### config.mk
export PLATFORM = sky130hd
export DESIGN_NAME = axi_rb
export DESIGN_NICKNAME = d
export VERILOG_FILES = /design/src/rtl/axi_rb_pkg.sv /design/src/rtl/axi_rb_skid.sv /design/src/rtl/axi_rb.sv
export SDC_FILE = /design/constraint.sdc
export NUM_CORES = 1
export LEC_CHECK = 0
export BUFFER_PORTS_ARGS = -buffer_cell sky130_fd_sc_hd__buf_2
export CAP_MARGIN = 20
export CORE_AREA = 3 3 125 127
export CTS_CLUSTER_SIZE = 14
export DETAILED_ROUTE_END_ITERATION = 10
export DIE_AREA = 0 0 128 130
export GPL_ROUTABILITY_DRIVEN = 0
export PLACE_DENSITY = 0.73
export SLEW_MARGIN = 10
export SYNTH_ARGS = -nofsm -noshare
export SYNTH_HDL_FRONTEND = slang
export SYNTH_SLANG_ARGS = --single-unit
### constraint.sdc
create_clock -name clk -period 3.05 [get_ports clk]
set_input_delay 0.61 -clock clk [delete_from_list [all_inputs] [get_ports clk]]
set_output_delay 0.61 -clock clk [all_outputs]
set_load 0.05 [all_outputs]
### src/rtl/axi_rb_pkg.sv
// Shared types and AXI constants for the burst-read kernel.
package axi_rb_pkg;

  typedef enum logic [1:0] {
    S_LOAD = 2'd0,
    S_AR   = 2'd1,
    S_DATA = 2'd2,
    S_DONE = 2'd3
  } state_e;

  localparam logic [1:0] AXI_BURST_INCR = 2'b01;
  localparam logic [2:0] AXI_SIZE_4B    = 3'b010;
  localparam int unsigned SKID_DEPTH    = 2;

endpackage

### src/rtl/axi_rb_skid.sv
// Two-entry FIFO decoupling the AXI R channel from the downstream FIFO.
module axi_rb_skid
  import axi_rb_pkg::*;
#(
  parameter int unsigned DATA_WIDTH = 32
) (
  input  logic                  i_clk,
  input  logic                  i_rst,
  input  logic                  i_push,
  input  logic [DATA_WIDTH-1:0] i_data,
  input  logic                  i_pop,
  output logic [DATA_WIDTH-1:0] o_head_c,
  output logic                  o_full_c,
  output logic                  o_empty_c
);

  localparam int unsigned CNT_W = 2;

  logic [DATA_WIDTH-1:0] r_mem [SKID_DEPTH];
  logic                  r_wr_ptr;
  logic                  r_rd_ptr;
  logic [CNT_W-1:0]      r_count;
  logic                  w_push_ok;
  logic                  w_pop_ok;

  assign o_full_c  = (r_count == CNT_W'(SKID_DEPTH));
  assign o_empty_c = (r_count == '0);
  assign o_head_c  = r_mem[r_rd_ptr];
  assign w_push_ok = i_push && !o_full_c;
  assign w_pop_ok  = i_pop && !o_empty_c;

  // Entries are cleared on reset so the head reads zero while empty after reset.
  always_ff @(posedge i_clk) begin
    if (i_rst) begin
      r_mem[0] <= '0;
      r_mem[1] <= '0;
      r_wr_ptr <= 1'b0;
      r_rd_ptr <= 1'b0;
      r_count  <= '0;
    end else begin
      if (w_push_ok) begin
        r_mem[r_wr_ptr] <= i_data;
        r_wr_ptr        <= ~r_wr_ptr;
      end
      if (w_pop_ok) begin
        r_rd_ptr <= ~r_rd_ptr;
      end
      case ({w_push_ok, w_pop_ok})
        2'b10:   r_count <= r_count + CNT_W'(1);
        2'b01:   r_count <= r_count - CNT_W'(1);
        default: r_count <= r_count;
      endcase
    end
  end

endmodule

### src/rtl/axi_rb.sv
// Single AXI4 INCR read burst: length/address from RAM ports, beats streamed to a FIFO.
module axi_rb
  import axi_rb_pkg::*;
#(
  parameter int unsigned DATA_WIDTH = 32,
  parameter int unsigned ADDR_WIDTH = 16,
  parameter int unsigned LEN_WIDTH  = 8
) (
  input  logic                    clk,
  input  logic                    rst,
  output logic [ADDR_WIDTH-1:0]   arg_3_s_axi_araddr,
  output logic [1:0]              arg_3_s_axi_arburst,
  output logic [LEN_WIDTH-1:0]    arg_3_s_axi_arlen,
  output logic [2:0]              arg_3_s_axi_arsize,
  output logic                    arg_3_s_axi_arvalid,
  input  logic                    arg_3_s_axi_arready,
  input  logic [DATA_WIDTH-1:0]   arg_3_s_axi_rdata,
  input  logic                    arg_3_s_axi_rvalid,
  output logic                    arg_3_s_axi_rready,
  output logic [ADDR_WIDTH-1:0]   arg_3_s_axi_awaddr,
  output logic [1:0]              arg_3_s_axi_awburst,
  output logic [LEN_WIDTH-1:0]    arg_3_s_axi_awlen,
  output logic [2:0]              arg_3_s_axi_awsize,
  output logic                    arg_3_s_axi_awvalid,
  input  logic                    arg_3_s_axi_awready,
  output logic [DATA_WIDTH-1:0]   arg_3_s_axi_wdata,
  output logic [DATA_WIDTH/8-1:0] arg_3_s_axi_wstrb,
  output logic                    arg_3_s_axi_wvalid,
  input  logic                    arg_3_s_axi_wready,
  input  logic                    arg_3_s_axi_bvalid,
  output logic                    arg_3_s_axi_bready,
  output logic [LEN_WIDTH-1:0]    arg_1_raddr,
  output logic [LEN_WIDTH-1:0]    arg_1_waddr,
  output logic [LEN_WIDTH-1:0]    arg_1_wdata,
  output logic                    arg_1_wen,
  input  logic [LEN_WIDTH-1:0]    arg_1_rdata,
  output logic [ADDR_WIDTH-1:0]   arg_2_raddr,
  output logic [ADDR_WIDTH-1:0]   arg_2_waddr,
  output logic [ADDR_WIDTH-1:0]   arg_2_wdata,
  output logic                    arg_2_wen,
  input  logic [ADDR_WIDTH-1:0]   arg_2_rdata,
  output logic [DATA_WIDTH-1:0]   arg_0_in_data,
  output logic                    arg_0_write_valid,
  input  logic                    arg_0_write_ready,
  output logic                    arg_0_read_valid,
  input  logic [DATA_WIDTH-1:0]   arg_0_out_data,
  input  logic                    arg_0_read_ready,
  output logic                    valid
);

  localparam int unsigned CNT_W = LEN_WIDTH + 1;

  state_e                r_state;
  state_e                w_state_nxt;
  logic                  r_arvalid;
  logic                  r_valid;
  logic [LEN_WIDTH-1:0]  r_len;
  logic [CNT_W-1:0]      r_cnt;
  logic [ADDR_WIDTH-1:0] r_araddr;
  logic [LEN_WIDTH-1:0]  r_arlen;
  logic [2:0]            r_arsize;
  logic [1:0]            r_arburst;
  logic                  w_cnt_done;
  logic                  w_rready;
  logic                  w_push;
  logic                  w_pop;
  logic                  w_full;
  logic                  w_empty;
  logic [DATA_WIDTH-1:0] w_head;
  logic                  w_unused;

  assign w_cnt_done = (r_cnt == {1'b0, r_len});
  // Ready depends only on registered state so the FIFO's ready never reaches the R channel.
  assign w_rready   = (r_state == S_DATA) && !w_full && !w_cnt_done;
  assign w_push     = arg_3_s_axi_rvalid && w_rready;
  assign w_pop      = !w_empty && arg_0_write_ready;

  axi_rb_skid #(.DATA_WIDTH(DATA_WIDTH)) u_skid (
    .i_clk     (clk),
    .i_rst     (rst),
    .i_push    (w_push),
    .i_data    (arg_3_s_axi_rdata),
    .i_pop     (w_pop),
    .o_head_c  (w_head),
    .o_full_c  (w_full),
    .o_empty_c (w_empty)
  );

  always_ff @(posedge clk) begin
    if (rst) begin
      r_state   <= S_LOAD;
      r_arvalid <= 1'b0;
      r_valid   <= 1'b0;
    end else begin
      r_state   <= w_state_nxt;
      r_arvalid <= (w_state_nxt == S_AR);
      r_valid   <= (w_state_nxt == S_DONE);
    end
  end

  always_comb begin
    w_state_nxt = r_state;
    case (r_state)
      S_LOAD:  w_state_nxt = (arg_1_rdata == '0) ? S_DONE : S_AR;
      S_AR:    if (r_arvalid && arg_3_s_axi_arready) w_state_nxt = S_DATA;
      S_DATA:  if (w_cnt_done && w_empty) w_state_nxt = S_DONE;
      S_DONE:  w_state_nxt = S_DONE;
      default: w_state_nxt = S_LOAD;
    endcase
  end

  // Burst descriptor captured once in LOAD; held stable through the AR phase.
  always_ff @(posedge clk) begin
    if (rst) begin
      r_len     <= '0;
      r_cnt     <= '0;
      r_araddr  <= '0;
      r_arlen   <= '0;
      r_arsize  <= '0;
      r_arburst <= '0;
    end else begin
      if (r_state == S_LOAD) begin
        r_len     <= arg_1_rdata;
        r_araddr  <= arg_2_rdata;
        r_arlen   <= LEN_WIDTH'(arg_1_rdata - LEN_WIDTH'(1));
        r_arsize  <= AXI_SIZE_4B;
        r_arburst <= AXI_BURST_INCR;
        r_cnt     <= '0;
      end else if (w_push) begin
        r_cnt <= r_cnt + CNT_W'(1);
      end
    end
  end

  assign arg_3_s_axi_araddr  = r_araddr;
  assign arg_3_s_axi_arlen   = r_arlen;
  assign arg_3_s_axi_arsize  = r_arsize;
  assign arg_3_s_axi_arburst = r_arburst;
  assign arg_3_s_axi_arvalid = r_arvalid;
  assign arg_3_s_axi_rready  = w_rready;
  assign arg_0_in_data       = w_head;
  assign arg_0_write_valid   = !w_empty;
  assign valid               = r_valid;

  assign arg_3_s_axi_awaddr  = '0;
  assign arg_3_s_axi_awburst = '0;
  assign arg_3_s_axi_awlen   = '0;
  assign arg_3_s_axi_awsize  = '0;
  assign arg_3_s_axi_awvalid = 1'b0;
  assign arg_3_s_axi_wdata   = '0;
  assign arg_3_s_axi_wstrb   = '0;
  assign arg_3_s_axi_wvalid  = 1'b0;
  assign arg_3_s_axi_bready  = 1'b0;
  assign arg_1_raddr         = '0;
  assign arg_1_waddr         = '0;
  assign arg_1_wdata         = '0;
  assign arg_1_wen           = 1'b0;
  assign arg_2_raddr         = '0;
  assign arg_2_waddr         = '0;
  assign arg_2_wdata         = '0;
  assign arg_2_wen           = 1'b0;
  assign arg_0_read_valid    = 1'b0;

  assign w_unused = ^{arg_3_s_axi_awready, arg_3_s_axi_wready, arg_3_s_axi_bvalid,
                      arg_0_out_data, arg_0_read_ready};

endmodule

Word-level counts from Yosys, hierarchy flattened:

Memory sizes are Yosys's and may differ from the RTL's. A register that Yosys moved wholly into a read port is not among the register bits.
Cells that the tools add are included.

* flip-flop bits (word level): 50
* memory bits (writable): 64
* bits of input ports: 97
* word-level logic and storage cells: 59
* output and inout bits: 208
* memories kept: 1

Memories
* u_skid.r_mem: depth 2, bits a word 32, read ports 1, clocked after Yosys merged registers in 1, wr ports 2, line axi_rb_skid.sv:19 `logic [DATA_WIDTH-1:0] r_mem [SKID_DEPTH];`

* add/sub/neg operators: 4
* mux-type cells: 15
* bitwise logic cells: 2
* reductions and logical operators: 17
* equality and inequality tests: 9

Operators with widths (count)
* 32-bit 2-to-1 mux: 1
* 32-bit OR reduction: 1
* 2-bit equality test, second input constant: 5
* 9-bit by 1-bit adder with 9-bit output, second input constant: 1
* 9-bit by 8-bit equality test with 1-bit output: 1
* 1-bit 2-to-1 mux: 9
* 1-bit logical AND: 8
* 8-bit zero test: 1
* 2-bit case mux with 4 select lines: 1
* 8-bit by 1-bit subtractor with 8-bit output, second input constant: 1
* 2-bit by 1-bit equality test with 1-bit output, second input constant: 3
* 2-bit 2-to-1 mux: 3
* 2-bit zero test: 2
* 2-bit case mux with 2 select lines: 1
* 1-bit zero test: 3
* 2-bit by 1-bit adder with 2-bit output, second input constant: 1
* 1-bit inverter: 2
* 2-bit nonzero test: 1
* 2-bit OR reduction: 1
* 2-bit by 1-bit subtractor with 2-bit output, second input constant: 1

Depth between registers and ports, before layout:

* depth after elaboration: 11
* mapped depth: 8
* mapped depth without buffers: 8

Hierarchy:

Synthesis repeated with hierarchy kept, for this count alone.

* cell total of the unflattened synthesis: 624
* area total of the unflattened synthesis: 6154.7 um^2

By module, submodules not included
* axi_rb: times used 1, cells each 390, area an instance 3108.0 um^2
* axi_rb_skid: times used 1, cells each 234, area an instance 3046.7 um^2

Worst setup path after synthesis:

Ideal clock, no wire load.

* kind: reg-to-reg
* start point: register r_cnt[6]
* end point: memory u_skid.r_mem[0][0], enable pin
* required time: 2.622 ns
* stages on the path, launching flop included: 6
* path slack: -0.340 ns
* path buffers: 0
* period minus slack after synthesis: 3.390 ns
* data arrival time: 2.962 ns
* setup time: 0.428 ns
* cells stage by stage: dfxtp_1 -> xor2_1 -> nor4_2 -> a31oi_4 -> nand2_1 -> o21bai_1

RTL lines
* from (decl): line axi_rb.sv:58 `logic [CNT_W-1:0] r_cnt;`
* from (signal assigned): line axi_rb.sv:130 `r_cnt <= r_cnt + CNT_W'(1);`
* to (decl): line axi_rb_skid.sv:19

==> impl_metrics.tcl <==
set metrics [dict create \
    r2r_setup_slack_ns 0.55 \
    slew_headroom_pct 33.0 \
    critPathLaunch "r_cnt[5]" \
    fp.coreArea_um2 14500 \
    vias 3909 \
    overflow 0 \
    crit_type "flop to flop" \
    track_usage_pct 13.8 \
    crit_slowest_cell "o21bai_4" \
    synth_top_cell_by_area "edfxtp_1" \
    ys_async_sr_fraction_pct 0 \
    htreeDepth 4 \
    rsz0062_at_grt "no" \
    cts-root-buf "clkbuf_16" \
    clock_latency_ns 0.42 \
    ctsResizeCount 0 \
    ys_seq_area_share_pct 48.0 \
    fmax_mhz 400 \
    layout-drive-gt1-share_pct 31.1 \
    avgRoutedWirePerCell_um 13.2 \
    clk_pin_slew_ns 0.05 \
    powerDensity_nw_per_um2 660 \
    outcome "finished, final reports clean" \
    synth_area_um2 6120 \
    finalSetupTns_ns 0 \
    total_leakage_power_nw 3.20 \
    wl_met2_um 6030 \
    worstMarginPinSlew_ns 1.00 \
    synthToLayoutAreaGrowth_pct 12.5 \
    holdBufCountCts 0 \
    path_cells "xor2_1, nor4_2, a31oi_4, nand2_1, o21bai_4" \
    period_needed_ns 2.50 \
    ys.flop_type "edfxtp_1" \
    met3_length_um 992 \
    worst-path-max-fanout 32 \
    wirelength_um 11800 \
    synth_top_area_share_pct 31.4 \
    final_nets 802 \
    ys_ff_latch 115 \
    die_w_um 128 \
    synth_area_leaders "edfxtp_1 31%, buf_4 18%, dfxtp_1 17%, mux2_2 5.9%, and2_1 4.3%" \
    power_mw 4.55 \
    wl_met1_um 4670 \
    grt_max_degree 41 \
    viasPerCell 4.35 \
    avgSynthCellArea_um2 10.6 \
    critPathRequiredTime_ns 3.08 \
    setup_viol 0 \
    yosysUniqueCellTypes 49 \
    die_h_um 130 \
    max_stage_delay_ns 0.83 \
    io_buffers 122 \
    finalHoldViolCount 0 \
    hold_depth 2 \
    cts.sinks 115 \
    cts_setup_buffers 0 \
    topRoutingLayerUsed "met5" \
    diodes 0 \
    synthCells 580 \
    rr_worst_depth 5 \
    max_cap_viol_count 0 \
    min_to "r_state[0]" \
    min_from "arg_3_s_axi_arready" \
    yosys_warnings 0 \
    ir_drop_uv 443 \
    post-route-period-util_pct 82.0 \
    hold_class "primary input to flop" \
    cp.arrival_ns 2.53 \
    dp.final_hpwl_um 8220 \
    io_pins 305 \
    start_util_pct 42.1 \
    cts_tree "yes" \
    firstDrtPassIters 4 \
    drc_errors 0 \
    grt_pass1_vias 3633 \
    cts_max_path_buffers 2 \
    cp-start-kind "flop" \
    postRouteAntennaNets 0 \
    synth_edf_count 64 \
    rows 44 \
    drtIter0Drc 188 \
    grt_pass1_wl_um 18000 \
    final_max_slew_viol_count 0 \
    clock_skew_ns 0.0113 \
    die_area_um2 16600 \
    timing.rr.start "r_cnt[5]" \
    r2r-end "u_skid.r_mem[0][11]" \
    end_kind "flop" \
    antenna_found_initial 1 \
    numCtsBuffers 17 \
]
stage by stage:
| stage | hold slack (ns) | utilization [%] | cells | worst slack [ns] | cell area [um^2] |
|---|---|---|---|---|---|
| floorplan | 0.448 | - | 725 | 0.329 | 6670 |
| global placement | 0.439 | 43.5 | 866 | 0.524 | 6320 |
| detailed placement | 0.446 | 43.5 | 866 | 0.503 | 6320 |
| CTS | 0.405 | 47.4 | 898 | 0.490 | 6890 |
| global route | 0.414 | 47.4 | 898 | 0.353 | 6890 |
| finish | 0.424 | 47.4 | 898 | 0.548 | 6890 |
registers in the layout, indices dropped and copies added, names as in the netlist, named ones only:
name,count
valid,1
arg_3_s_axi_arlen,8
u_skid.r_count,2
r_state,2
arg_3_s_axi_arsize,1
arg_3_s_axi_araddr,16
r_len,8
u_skid.r_wr_ptr,1
u_skid.r_mem,64
u_skid.r_rd_ptr,1
r_cnt,9
arg_3_s_axi_arvalid,1
where the power goes:
group	switching [mW]	leakage (nW)	internal [mW]
registers	0.0334	1.08	1.71
logic	0.767	1.85	0.143
clock network	0.696	0.276	1.20
placed cells by master, fill, tap and decap left out, types with 4 or more instances in the layout:
cell type	Yosys	layout
inv_1	5	5
clkbuf_16	0	17
clkinv_4	0	6
nand2_1	63	63
xnor2_1	6	6
conb_1	1	146
a21oi_1	28	28
mux2_2	32	32
nor2_1	27	26
edfxtp_1	64	64
and2_4	23	23
a211oi_1	7	7
nor4_1	5	5
and2_1	42	42
buf_4	147	4
buf_2	0	122
dfxtp_1	51	51
ha_1	4	4
xor2_1	11	11
synthesized netlist by cell type (4+ instances only):
cell type,count
nor2_1,27
buf_6,6
a21oi_1,28
buf_4,147
and2_4,23
inv_1,5
and2_1,42
buf_1,5
nor4_1,5
clkbuf_1,11
xnor2_1,6
dfxtp_1,51
xor2_1,11
a211oi_1,7
mux2_2,32
nand2_1,63
ha_1,4
edfxtp_1,64
how the worst max path moves through the flow:
stage | to | cells past startpoint
floorplan | u_skid.r_mem[0][0] | 5
global placement | u_skid.r_mem[0][7] | 5
detailed placement | u_skid.r_mem[0][10] | 5
CTS | u_skid.r_mem[0][2] | 5
global route | u_skid.r_mem[0][19] | 5
finish | u_skid.r_mem[0][11] | 5
worst max-delay path, delay by kind of cell (launching register included):
| family | cells | cell delay, ns |
|---|---|---|
| AND/OR/NAND/NOR | 2 | 0.36 |
| XOR/XNOR | 1 | 0.22 |
| AO/OA/AOI/OAI | 2 | 1.15 |
| flip-flops | 1 | 0.38 |
logic make-up after synthesis:
logic type                 Yosys count  synth area share, %
adders and majority gates            4                0.817
AOI/OAI and AO/OA                   55                 5.97
other                                1               0.0612
DFF                                115                 48.0
buffers and inverters              174                 20.4
muxes                               34                 6.21
xor gates and xnor gates            17                 2.43
and+or+nand+nor                    180                 16.1
final cells by class:
class / instances / area (um^2)
Clock buffer: 19 / 433
Clock inverter: 13 / 138
Fill cell: 1372 / 7640
Inverter: 5 / 18.8
Multi-Input combinational cell: 436 / 2490
Sequential cell: 115 / 2940
Tap cell: 184 / 230
Timing Repair Buffer: 126 / 641
metal layers:
layer | global-route usage, % | vias up
met5 | 0 | -
met4 | 4.31 | 2
met3 | 6.06 | 14
met2 | 23.5 | 149
met1 | 15.7 | 1842
li1 | - | 1902
Note: power is estimated with default switching activity, not from simulation.
